<file path="src/rtl/pcbfpga_cfg_cluster.sv">
// N-cell K-input LUT cluster with a double-buffered serial configuration port.
// Define PCBFPGA_CFG_READBACK_EN to shift the previous active configuration out on CFG_DO.
module pcbfpga_cfg_cluster #(
    parameter int K = 4,
    parameter int N = 4
) (
    input  logic           CLK,
    input  logic           RST,
    input  logic           CFG_START,
    input  logic           CFG_VALID,
    input  logic           CFG_DI,
    output logic           CFG_DO,
    output logic           CFG_BUSY,
    output logic           CFG_DONE,
    input  logic [N*K-1:0] I,
    input  logic [N-1:0]   EN,
    input  logic [N-1:0]   SR,
    output logic [N-1:0]   F
);
    localparam int LW      = 2**K;
    localparam int CB      = LW + 2;
    localparam int CFG_LEN = N * CB;
    localparam int CW      = $clog2(CFG_LEN + 1);

    typedef enum logic [1:0] {IDLE, LOAD, COMMIT} state_t;

    state_t               state_reg, state_next;
    logic [CW-1:0]        count_reg, count_next;
    logic [CFG_LEN-1:0]   shadow_reg, shadow_next;
    logic [CFG_LEN-1:0]   active_reg;
    logic                 done_reg;
    logic                 commit;

    assign commit = (state_reg == COMMIT);

    always_comb begin
        state_next  = state_reg;
        count_next  = count_reg;
        shadow_next = shadow_reg;
        case (state_reg)
            IDLE: begin
                if (CFG_START) begin
                    state_next = LOAD;
                    count_next = '0;
`ifdef PCBFPGA_CFG_READBACK_EN
                    shadow_next = active_reg;
`endif
                end
            end
            LOAD: begin
                // A restart drops any bit presented in the same cycle.
                if (CFG_START) begin
                    count_next = '0;
`ifdef PCBFPGA_CFG_READBACK_EN
                    shadow_next = active_reg;
`endif
                end else if (CFG_VALID) begin
                    shadow_next = {shadow_reg[CFG_LEN-2:0], CFG_DI};
                    count_next  = count_reg + CW'(1);
                    if (count_reg == CW'(CFG_LEN - 1))
                        state_next = COMMIT;
                end
            end
            COMMIT:  state_next = IDLE;
            default: state_next = IDLE;
        endcase
    end

    always_ff @(posedge CLK) begin
        if (RST) begin
            state_reg  <= IDLE;
            count_reg  <= '0;
            shadow_reg <= '0;
            active_reg <= '0;
            done_reg   <= 1'b0;
        end else begin
            state_reg  <= state_next;
            count_reg  <= count_next;
            shadow_reg <= shadow_next;
            done_reg   <= commit;
            if (commit)
                active_reg <= shadow_reg;
        end
    end

    assign CFG_BUSY = (state_reg != IDLE);
    assign CFG_DONE = done_reg;
`ifdef PCBFPGA_CFG_READBACK_EN
    assign CFG_DO = shadow_reg[CFG_LEN-1];
`else
    assign CFG_DO = 1'b0;
`endif

    for (genvar gi = 0; gi < N; gi++) begin : g_cell
        logic [LW-1:0] init;
        logic          reg_mode;
        logic          rval;
        logic          lut;
        logic          q_reg;

        assign init     = active_reg[gi*CB +: LW];
        assign reg_mode = active_reg[gi*CB + LW];
        assign rval     = active_reg[gi*CB + LW + 1];
        assign lut      = init[I[gi*K +: K]];

        // The commit edge preloads Q with the incoming RVAL regardless of SR/EN.
        always_ff @(posedge CLK) begin
            if (RST)
                q_reg <= 1'b0;
            else if (commit)
                q_reg <= shadow_reg[gi*CB + LW + 1];
            else if (reg_mode) begin
                if (SR[gi])
                    q_reg <= rval;
                else if (EN[gi])
                    q_reg <= lut;
            end
        end

        assign F[gi] = reg_mode ? q_reg : lut;
    end

endmodule

</file>
<file path="config.mk">
export PLATFORM = sky130hd
export DESIGN_NAME = pcbfpga_cfg_cluster
export DESIGN_NICKNAME = d
export VERILOG_FILES = /design/src/rtl/pcbfpga_cfg_cluster.sv
export SDC_FILE = /design/constraint.sdc
export NUM_CORES = 1
export LEC_CHECK = 0
export ABC_AREA = 1
export CAP_MARGIN = 20
export CORE_ASPECT_RATIO = 1.25
export CORE_UTILIZATION = 50
export DETAILED_ROUTE_END_ITERATION = 8
export PLACE_DENSITY = 0.78
export SYNTH_ARGS = -nofsm -noshare
export SYNTH_HDL_FRONTEND = slang
export SYNTH_SLANG_ARGS = --single-unit
export TNS_END_PERCENT = 1
</file>
<file path="constraint.sdc">
create_clock -name CLK -period 2.1 [get_ports CLK]
set_input_delay 0.21 -clock CLK [delete_from_list [all_inputs] [get_ports CLK]]
set_output_delay 0.21 -clock CLK [all_outputs]
set_load 0.02 [all_outputs]
</file>
[After elaboration in Yosys (flattened, before gate mapping)]
Cells that the tools add are included.
Operators by class
  add/sub/neg operators: 1
  order comparisons: 4
  equal/unequal tests: 8
  multiplexer cells: 37
  bitwise operators: 1
  reduce and logical (&&, ||, !) cells: 18
Operators by type and width (count)
  1-bit two-way mux: 24
  7-bit two-way mux: 3
  4-bit by 5-bit less-than comparator with 1-bit output, second input constant: 4
  1-bit binary-select mux with 4-bit select: 4
  7-bit one-hot mux with 2 select lines: 1
  2-bit nonzero test: 6
  3-bit nonzero test: 4
  2-bit two-way mux: 4
  2-bit != test, second input constant: 4
  2-bit AND reduction: 4
  7-bit by 1-bit adder with 7-bit output, second input constant: 1
  7-bit equality test, second input constant: 1
  3-bit AND reduction: 2
  2-bit one-hot mux with 2 select lines: 1
  4-bit AND reduction: 1
  3-bit != test, second input constant: 1
  2-bit by 1-bit equality test with 1-bit output, second input constant: 1
  2-bit equality test, second input constant: 1
  2-bit logical NOT: 1
  1-bit inverter: 1
Storage, ports and cells
  bits in registers: 158
  input port bits: 29
  output and inout port bits: 7
  word-level logic and storage cells: 78

[Longest topological paths before layout]
  depth after elaboration: 6
  gate-level depth with buffers: 9
  gate-level depth less buffers: 8

[Worst setup path before layout]
No wires, ideal clock.
  path type: input to output
  from: in I[0]
  to: out F[0]
  arrival time: 1124 ps
  data required time: 1890 ps
  path slack: 766 ps
  stages: 6
  buffers on the path: 1
  cell sequence: buf_2 -> o21ai_0 -> nand2_1 -> nand3_1 -> nand3_1 -> a31oi_1
Between the ends
  cells in the longest elaborated chain, start to end: 3
RTL lines
  start, declared: line 15  | input logic [N*K-1:0] I,
  1-bit binary-select mux with 4-bit select: line 104  | assign lut = init[I[gi*K +: K]];
  1-bit two-way mux (not written as such): line 104
  1-bit two-way mux: line 120  | assign F[gi] = reg_mode ? q_reg : lut;
  end, declared: line 18  | output logic [N-1:0] F
No other way between the ends. The select of a mux whose other input is x is not followed.

[Worst setup path after layout]
  from: in I[4]
  to: out F[1]
Same word-level chain as after synthesis.

==> results.py <==
metrics = {
    "timing": {
        "rsz0062_at_grt": "false",
        "slew_violations": 0,
        "finalCriticalPeriod_ns": 1.97,
        "hold_viol_final": 0,
        "tightest_slew_ns": 0.564,
        "final-setup-viol-count": 0,
        "setup_ws_ns": 0.129,
        "fmax_ghz": 0.507,
        "clock_skew_ns": 0.00762,
        "fin_tns_setup_ns": 0,
        "slew_headroom": 0.624,
        "post-route-period-util": 0.939,
    },
    "power": {
        "p_total_mw": 6.42,
        "ir_worst_vdd_v": 0.000542,
        "power_density_nw_per_um2": 856,
        "leakage_nw": 3.37,
    },
    "yosys": {
        "synth_top_flop_cell": "dfxtp_1",
        "syn_area_per_cell_sq_um": 7.24,
        "synth_top_area_frac": 0.492,
        "synth_edf_count": 0,
        "synth.net_count": 918,
        "syn_area_sq_um": 6430,
        "ys_warn_count": 0,
        "syn_inst": 888,
        "synth_area_leader_cell": "dfxtp_1",
        "synth_area_leaders": "dfxtp_1, o21ai_0, nor2_1",
        "synthArstFlopShare": 0,
        "synth.distinct_cells": 29,
        "ys_ff_latch": 158,
        "synth-seq-area-share": 0.492,
    },
    "drt": {
        "drc_errors": 0,
        "routed_wl_microns": 13200,
        "dr.pass1.iters": 5,
        "wl_per_cell_microns": 12.1,
        "vias": 5557,
        "final_antenna_net_count": 0,
        "vias_per_cell": 5.13,
        "dr.first_iter.drc_count": 193,
    },
    "grt": {
        "grtUsageTotal": 0.212,
        "grt_overflow_total": 0,
        "grt_pass1_wl_microns": 22300,
        "antenna_found_initial": 0,
        "grt_pass1_vias": 4918,
        "grt_max_degree": 73,
    },
    "clock_tree": {
        "cts_tree": "done",
        "clkSlewWorstSetupHoldPaths_ns": 0.05,
        "htree_levels": 4,
        "clk_latency_ns": 0.41,
        "cts_hold_buffers": 0,
        "cts_setup_buffers": 0,
        "cts_sinks": 158,
        "cts_root_buf": "clkbuf_16",
        "cts_made_buffers": 17,
        "clk_path_buf_depth": 2,
    },
    "place": {
        "pre_cts_ws_ns": -0.241,
        "placed_cell_area_sq_um": 6960,
        "gp_congestion": 0.792,
        "portBuffers": 34,
        "hpwl_microns": 8150,
    },
    "final_layout": {
        "diodes": 0,
        "nets": 941,
        "fin_util": 0.608,
        "syn2layout_area_growth_pct": 16.7,
        "final_area_sq_um": 7500,
        "layout-drive-gt1-share": 0.0761,
    },
    "setup_path": {
        "crit_chain": "clkdlybuf4s50_1 -> buf_4 -> o21ai_0 -> nand2_1 -> nand3_1 -> nand3_1 -> a31oi_1 -> clkbuf_2",
        "crit_type": "in -> out",
        "cp-start-kind": "primary input",
        "cp_max_fo": 5,
        "slowest_delay_ns": 0.51,
        "cpMaxStageDelayCell": "clkdlybuf4s50_1",
        "end_kind": "output port",
        "cp_data_required_time_ns": 1.89,
        "cp_common_cell": "nand3_1",
        "critical_path_arrival_ns": 1.76,
    },
    "run": {
        "drv_cap": 0,
    },
    "floorplanning": {
        "ios": 36,
        "die_w_microns": 103,
        "die_h_microns": 129,
        "rows": 45,
        "start_util": 0.521,
        "die-area_sq_um": 13300,
        "core_sq_um": 12300,
    },
    "worst_hold_path": {
        "hold_class": "in -> reg",
    },
    "outcome": {
        "outcome": "finished, final reports clean",
    },
}
==> timing repair <==
item | in CTS | in global routing
setup endpoints to repair | 4 | 3
gates resized for setup | 4 | 9
hold endpoints to repair | 0 | 0
==> critical path, delay by kind of cell <==
kind | cells | cell delay [ns]
and+or+nand+nor | 3 | 0.25
buffers and inverters | 3 | 0.91
AOI/OAI and AO/OA | 2 | 0.39
==> final cells by class <==
type	count	area, sq um
Timing Repair Buffer	57	559
Sequential cell	158	3160
Clock inverter	7	90.1
Inverter	93	350
Fill cell	1095	4830
Tap cell	164	205
Clock buffer	21	470
Multi-Input combinational cell	584	2660
==> metal layers <==
metal / wire length, microns / GRT usage
met5: 0 / 0
met4: 129 / 0.0688
met3: 388 / 0.0489
met2: 6600 / 0.362
met1: 6040 / 0.262
==> report_power, final <==
| group | switching (mW) | total [mW] | internal (mW) |
|---|---|---|---|
| clock | 1.11 | 2.92 | 1.81 |
| combinational | 0.228 | 0.395 | 0.167 |
| sequential | 0.0440 | 3.10 | 3.06 |
| total | 1.38 | 6.42 | 5.04 |
==> cell usage in the layout (no fill, tap or decap), drive strengths merged <==
| cell | instances |
|---|---|
| and3 | 1 |
| nor4 | 2 |
| nor2 | 189 |
| nand2 | 85 |
| clkbuf | 24 |
| o21ai | 172 |
| nand4 | 2 |
| clkinv | 4 |
| a31oi | 5 |
| dlygate4sd2 | 1 |
| buf | 23 |
| ha | 1 |
| conb | 1 |
| inv | 92 |
| bufinv | 2 |
| clkdlybuf4s50 | 30 |
| clkinvlp | 2 |
| nand3 | 46 |
| a21oi | 76 |
| or2 | 4 |
| dfxtp | 158 |
==> final timing paths <==
kind / from / slack [ns] / cells past startpoint / end
hold / removal: CFG_DI / 0.39 / 3 / shadow_reg[0]
setup reg to reg: state_reg[1] / 0.54 / 6 / active_reg[60]
setup / recovery: I[4] / 0.13 / 8 / F[1]
hold reg to reg: active_reg[64] / 0.45 / 2 / active_reg[64]
==> cells in the mapped netlist (2+ instances only) <==
cell type,number
a21oi_1,75
a31oi_1,5
buf_2,27
buf_4,3
clkbuf_1,20
dfxtp_1,158
inv_1,90
inv_2,3
nand2_1,83
nand2_4,2
nand3_1,46
nor2_1,185
nor2_2,2
nor4_1,2
o21ai_0,158
o21ai_1,13
or2_2,4
==> cell families (layout without fill, tap and decap cells) <==
group                    Yosys count  count (layout)  synth area share
AND/OR/NAND/NOR                  329             329             0.212
AO/OA/AOI/OAI                    253             253             0.199
flip-flops                       158             158             0.492
buffers and inverters            146             178            0.0936
adder cells (fa/ha/maj)            1               1           0.00195
other                              1               1          0.000584
==> per-stage QoR <==
stage | instances | hold slack [ns]
3_3_place_gp | 1056 | 0.436
4_1_cts | 1084 | 0.392
2_1_floorplan | 888 | 0.345
3_5_place_dp | 1056 | 0.439
5_1_grt | 1084 | 0.399
6_report | 1084 | 0.391
No activity file was read; power rests on OpenSTA's default activity.
==> RTL change 1: new RTL, same settings <==
`K`: 4 -> 3.
--- a/src/rtl/pcbfpga_cfg_cluster.sv
+++ b/src/rtl/pcbfpga_cfg_cluster.sv
@@ -3,3 +3,3 @@
 module pcbfpga_cfg_cluster #(
-    parameter int K = 4,
+    parameter int K = 3,
     parameter int N = 4
Interface: changed (resized I); port bits go from 36 to 32. No check against the original RTL was run, so the function may have changed too.
==> RTL change 1 against the unedited design <==
Total power down 49%. Design area decreased by 42%. Global-route usage is 1.5 points lower. Sequential cell count down 65. Cell count is 40% lower. Count of clock-buffer cells in the layout fell by 10. Wire length down 44%. Via count fell by 40%. Setup slack better by 0.10 ns. Sequential power down 41%. Sequential share of layout area increased by 0.62 points. Synthesized area down 41%. Largest power group unchanged. Highest routed layer unchanged.
==> RTL change 1: results (changes against the unedited design) <==
Post-synth top cells=nor2_1, dfxtp_1, o21ai_0, nand2_1, inv_1 (was nor2_1, dfxtp_1, o21ai_0, inv_1, nand2_1); post-synthesis sequential area ratio=48.83% (was 49.22%); Worst Clk Skew=0.01144 ns (was 0.007615 ns); fin nets=580 (was 941); worst reg2reg setup slack=0.49 ns (was 0.54 ns); top post-synthesis cells by area=dfxtp_1, nor2_1, o21ai_0, nand2_1, a21oi_1 (was dfxtp_1, o21ai_0, nor2_1, a21oi_1, inv_1); HPWL after detailed placement=4866 µm (was 8146 µm); Post-Synth Adder-Cell Area=0.3282% (was 0.1947%); Avg Vias per Cell=5.089 (was 5.126); maximum vdd ir drop=0.4484 mV (was 0.5420 mV); clk_lat worst skew=0.35 ns (was 0.41 ns); Routed WL=7393 µm (was 13,150 µm); Avg Inst Size Synth=7.166 µm² (was 7.237 µm²); outcome=complete, no violations (unchanged); Worst Reg-to-Reg Cells=7 (was 6); Port Buffers=30 (was 34); worst slew pin tran=0.6595 ns (was 0.5645 ns); pin count of the biggest net entering global routing=46 (was 73); Post-DP Area=4156 µm² (was 6955 µm²); router iterations before antenna repair=4 (was 5); Avg WL per Cell=11.37 µm (was 12.13 µm); vias in the first global route=3,001 (was 4,918); Mapped Nets=558 (was 918); Lkg Pwr=2.032 nW (was 3.374 nW); clock slew at reported path FFs=0.08 ns (was 0.05 ns); Placed Instances=635 (was 1,056); crit-path max cell delay=0.57 ns (was 0.51 ns)
[RTL change 1: changes by cell type after synthesis, sizes merged, moves of 2 or more]
cell / before / now
a21oi: 76 / 33
o21ai: 172 / 98
nand3: 46 / 16
dfxtp: 158 / 93
nand2: 85 / 54
clkbuf: 21 / 10
nor2: 189 / 155
a31oi: 5 / 1
buf: 32 / 17
inv: 93 / 43
nand4: 2 / 0
o211ai: 0 / 3
[RTL change 1: worst max-delay path by stage]
stage                        startpoint  endpoint  slack (ns)  depth (start not counted)
final                              I[3]      F[1]        0.23                          8
after CTS                          I[3]      F[1]        0.21                          8
after global placement             I[0]      F[0]       -0.02                          8
after global routing               I[9]      F[3]        0.09                          8
after detailed placement           I[3]      F[1]       -0.06                          8
after floorplan           active_reg[4]      F[0]        0.81                          6
[RTL change 1: worst register-to-register path: cells and delay by family, from the launching register on]
| family | cells | cell delay (ns) |
|---|---|---|
| AND/OR/NAND/NOR | 5 | 0.70 |
| flip-flops | 1 | 0.42 |
| buffers and inverters | 2 | 0.39 |
[RTL change 1: layout make-up]
type	instances	area (µm²)	share of cell area, %
Multi-Input combinational cell	369	1645	37.82
Clock buffer	11	151.4	3.480
Timing Repair Buffer	38	367.9	8.456
Inverter	43	161.4	3.710
Tap cell	92	115.1	2.646
Clock inverter	4	47.55	1.093
Sequential cell	93	1862	42.80
[RTL change 1: metrics by stage]
| stage | setup WS [ns] | hold WS, ns |
|---|---|---|
| detailed placement | -0.06191 | 0.4449 |
| floorplan | 0.8146 | 0.3449 |
| global route | 0.08987 | 0.4668 |
| global placement | -0.01652 | 0.4399 |
| finish | 0.2290 | 0.4478 |
| CTS | 0.2118 | 0.4483 |
[RTL change 1: routing by layer]
layer / share of wire, % / GRT usage (%) / wire [µm]
met5: 0 / 0 / 0
met4: 1.9 / 9.203 / 139
met3: 3.3 / 2.477 / 242
met2: 49 / 34.91 / 3627
met1: 46 / 23.27 / 3383
[RTL change 1: repair_timing]
action,4_1_cts,5_1_grt
gates resized for setup,4,0
setup buffers,0,0
endpoints found under the setup margin,4,0
[RTL change 1: report_power, final]
group / internal, W / switching, W
Sequential: 0.00180 / 0.0000277
Combinational: 0.000106 / 0.000133
Clock: 0.000605 / 0.000582
Total: 0.00251 / 0.000742
[RTL change 1: cell families after synthesis]
group	after synthesis
other	1
and+or+nand+nor	232
adders and majority gates	1
DFF	93
AOI/OAI and AO/OA	135
buffers and inverters	70
==> RTL change 2: new RTL, same settings <==
Made on the original files. The output `CFG_DONE` loses its register stage (`done_reg` becomes a continuous assignment).
--- a/src/rtl/pcbfpga_cfg_cluster.sv
+++ b/src/rtl/pcbfpga_cfg_cluster.sv
@@ -74,3 +74,2 @@
             active_reg <= '0;
-            done_reg   <= 1'b0;
         end else begin
@@ -79,3 +78,2 @@
             shadow_reg <= shadow_next;
-            done_reg   <= commit;
             if (commit)
@@ -84,2 +82,4 @@
     end
+
+    assign done_reg = commit;
 
Formal check against the unedited RTL: no difference found for any inputs over 10 cycles, from zero or initial values and one cycle with RST high; that may be too few to reach the edited logic, so the function may still have changed.
==> RTL change 2 against the unedited design <==
Register-to-register slack lost 0.07 ns. First-iteration DRC count up 89%. Design area rose by 0.60%. Critical path depth increased by 1. Combinational power shrank 2%. Global-route usage rose by 0.18 points. Wire length down 0.50%. Total power rose by 6.5%. Largest cell class unchanged. Synthesized area down 0.39%. Setup slack improved by 0.011 ns. Sequential cell count down 1. Critical path type unchanged.
==> RTL change 2: results (changes against the unedited design) <==
Syn Inst Count=886 (was 888); Routed WL=13,090 µm (was 13,150 µm); clk_lat worst skew=0.43 ns (was 0.41 ns); fillcell total=1,061 (was 1,095); Placed Instances=1,054 (was 1,056); P_sw=0.001487 W (was 0.001384 W); outcome=complete, no violations (unchanged); largest fanout on the critical path=13 (was 5); crit-path max cell delay=0.45 ns (was 0.51 ns); maximum vdd ir drop=0.5193 mV (was 0.5420 mV); initial antenna violation count=0 (unchanged); Hold Path Depth=3 (unchanged); ys async rst share=0% (unchanged); synth unique cells=25 (was 29); fin nets=939 (was 941); clock slew at reported path FFs=around 0.060 ns; worst slew pin tran=0.5577 ns (was 0.5645 ns); top post-synthesis cells by area=dfxtp_1, o21ai_0, nor2_1, a21oi_1, inv_1 (unchanged); wire length of the first global-routing pass=22,360 µm (was 22,270 µm); share of cells above drive strength 1=7.600% (was 7.609%); Initial DRC Count=365 (was 193); Mapped Nets=916 (was 918); post-synthesis sequential area ratio=49.10% (was 49.22%); Placer Congestion=0.8271 (was 0.7916); gr usage total=21.40% (was 21.22%); via count=5,521 (was 5,557); Worst Clk Skew=0.009203 ns (was 0.007615 ns); Multi-input gate area=2626 µm² (was 2661 µm²); Post-synth top cells=nor2_1, dfxtp_1, o21ai_0, inv_1, nand2_1 (unchanged); HPWL after detailed placement=7890 µm (was 8146 µm); Clock Root Buffer=clkbuf_16 (unchanged); router iterations before antenna repair=4 (was 5); Lkg Pwr=3.361 nW (was 3.374 nW); pin count of the biggest net entering global routing=73 (unchanged); vias in the first global route=5,113 (was 4,918)
RTL change 2: changes by cell type in the layout (fill, tap and decap cells not counted), moves of 2 or more:
cell             before  now
nand2_4               2    0
clkdlybuf4s15_1       0    2
o21ai_1              13   18
clkbuf_8              3    1
nor2_2                2    0
nand2_1              83   85
bufinv_16             2    5
dfxtp_1             158  156
o21ai_0             158  153
clkinv_4              0    3
nor2_4                1    3
RTL change 2: layout make-up:
| type | count | area share (%) |
|---|---|---|
| multi-input cells | 583 | 34.81 |
| clock buffers | 18 | 5.821 |
| well taps | 164 | 2.720 |
| flip-flops and latches | 157 | 41.67 |
| repair buffers | 57 | 7.496 |
| clock inverters | 13 | 2.836 |
| inverters | 93 | 4.643 |
RTL change 2: layer usage:
metal  vias to the layer above  share of wire [%]  global-route usage [%]
li1                       2902                  -                       -
met1                      2522                 46                   25.33
met2                        82                 49                   36.71
met3                        15                2.9                   5.649
met4                         0                1.3                   8.202
met5                         -                  0                       0
RTL change 2: worst paths after layout:
path / slack (ns) / end / start
setup / recovery: 0.14 / F[1] / I[4]
hold / removal: 0.37 / shadow_reg[0] / CFG_DI
setup reg to reg: 0.47 / active_reg[64] / state_reg[1]
hold reg to reg: 0.45 / active_reg[50] / active_reg[50]
RTL change 2: repair_timing:
action,in CTS,in global routing
setup buffers,0,0
endpoints found under the setup margin,5,5
gates resized for setup,5,9
RTL change 2: power by group through the flow:
stage / sequential (W) / clock, W / combinational [W]
floorplan: 0.00314 / 0 / 0.000244
global placement: 0.00315 / 0 / 0.000385
detailed placement: 0.00315 / 0 / 0.000389
CTS: 0.00309 / 0.00341 / 0.000389
global route: 0.00309 / 0.00355 / 0.000440
finish: 0.00309 / 0.00336 / 0.000387
RTL change 2: logic make-up (layout without fill, tap and decap cells):
| family | after synthesis | after routing | share of synthesized area, % |
|---|---|---|---|
| and+or+nand+nor | 328 | 328 | 20.76 |
| AOI/OAI and AO/OA | 253 | 253 | 19.94 |
| DFF | 157 | 157 | 49.10 |
| buffers and inverters | 146 | 181 | 9.949 |
| adders and majority gates | 1 | 1 | 0.1954 |
| other | 1 | 1 | 0.05858 |
RTL change 2: metrics by stage:
stage	setup WS, ns	power (W)
after floorplan	0.7660	0.003381
final	0.1405	0.006838
after detailed placement	-0.2215	0.003538
after global placement	-0.2450	0.003533
after CTS	0.02093	0.006889
after global routing	-0.02584	0.007088
RTL change 2: worst reg2reg max path, stage by stage, from the launching register on:
cell and delay (ns):
dfxtp_2 0.41, inv_2 0.07, nor2_4 0.18, clkinv_2 0.11, buf_4 0.32, o21ai_0 0.33, a21oi_1 0.07
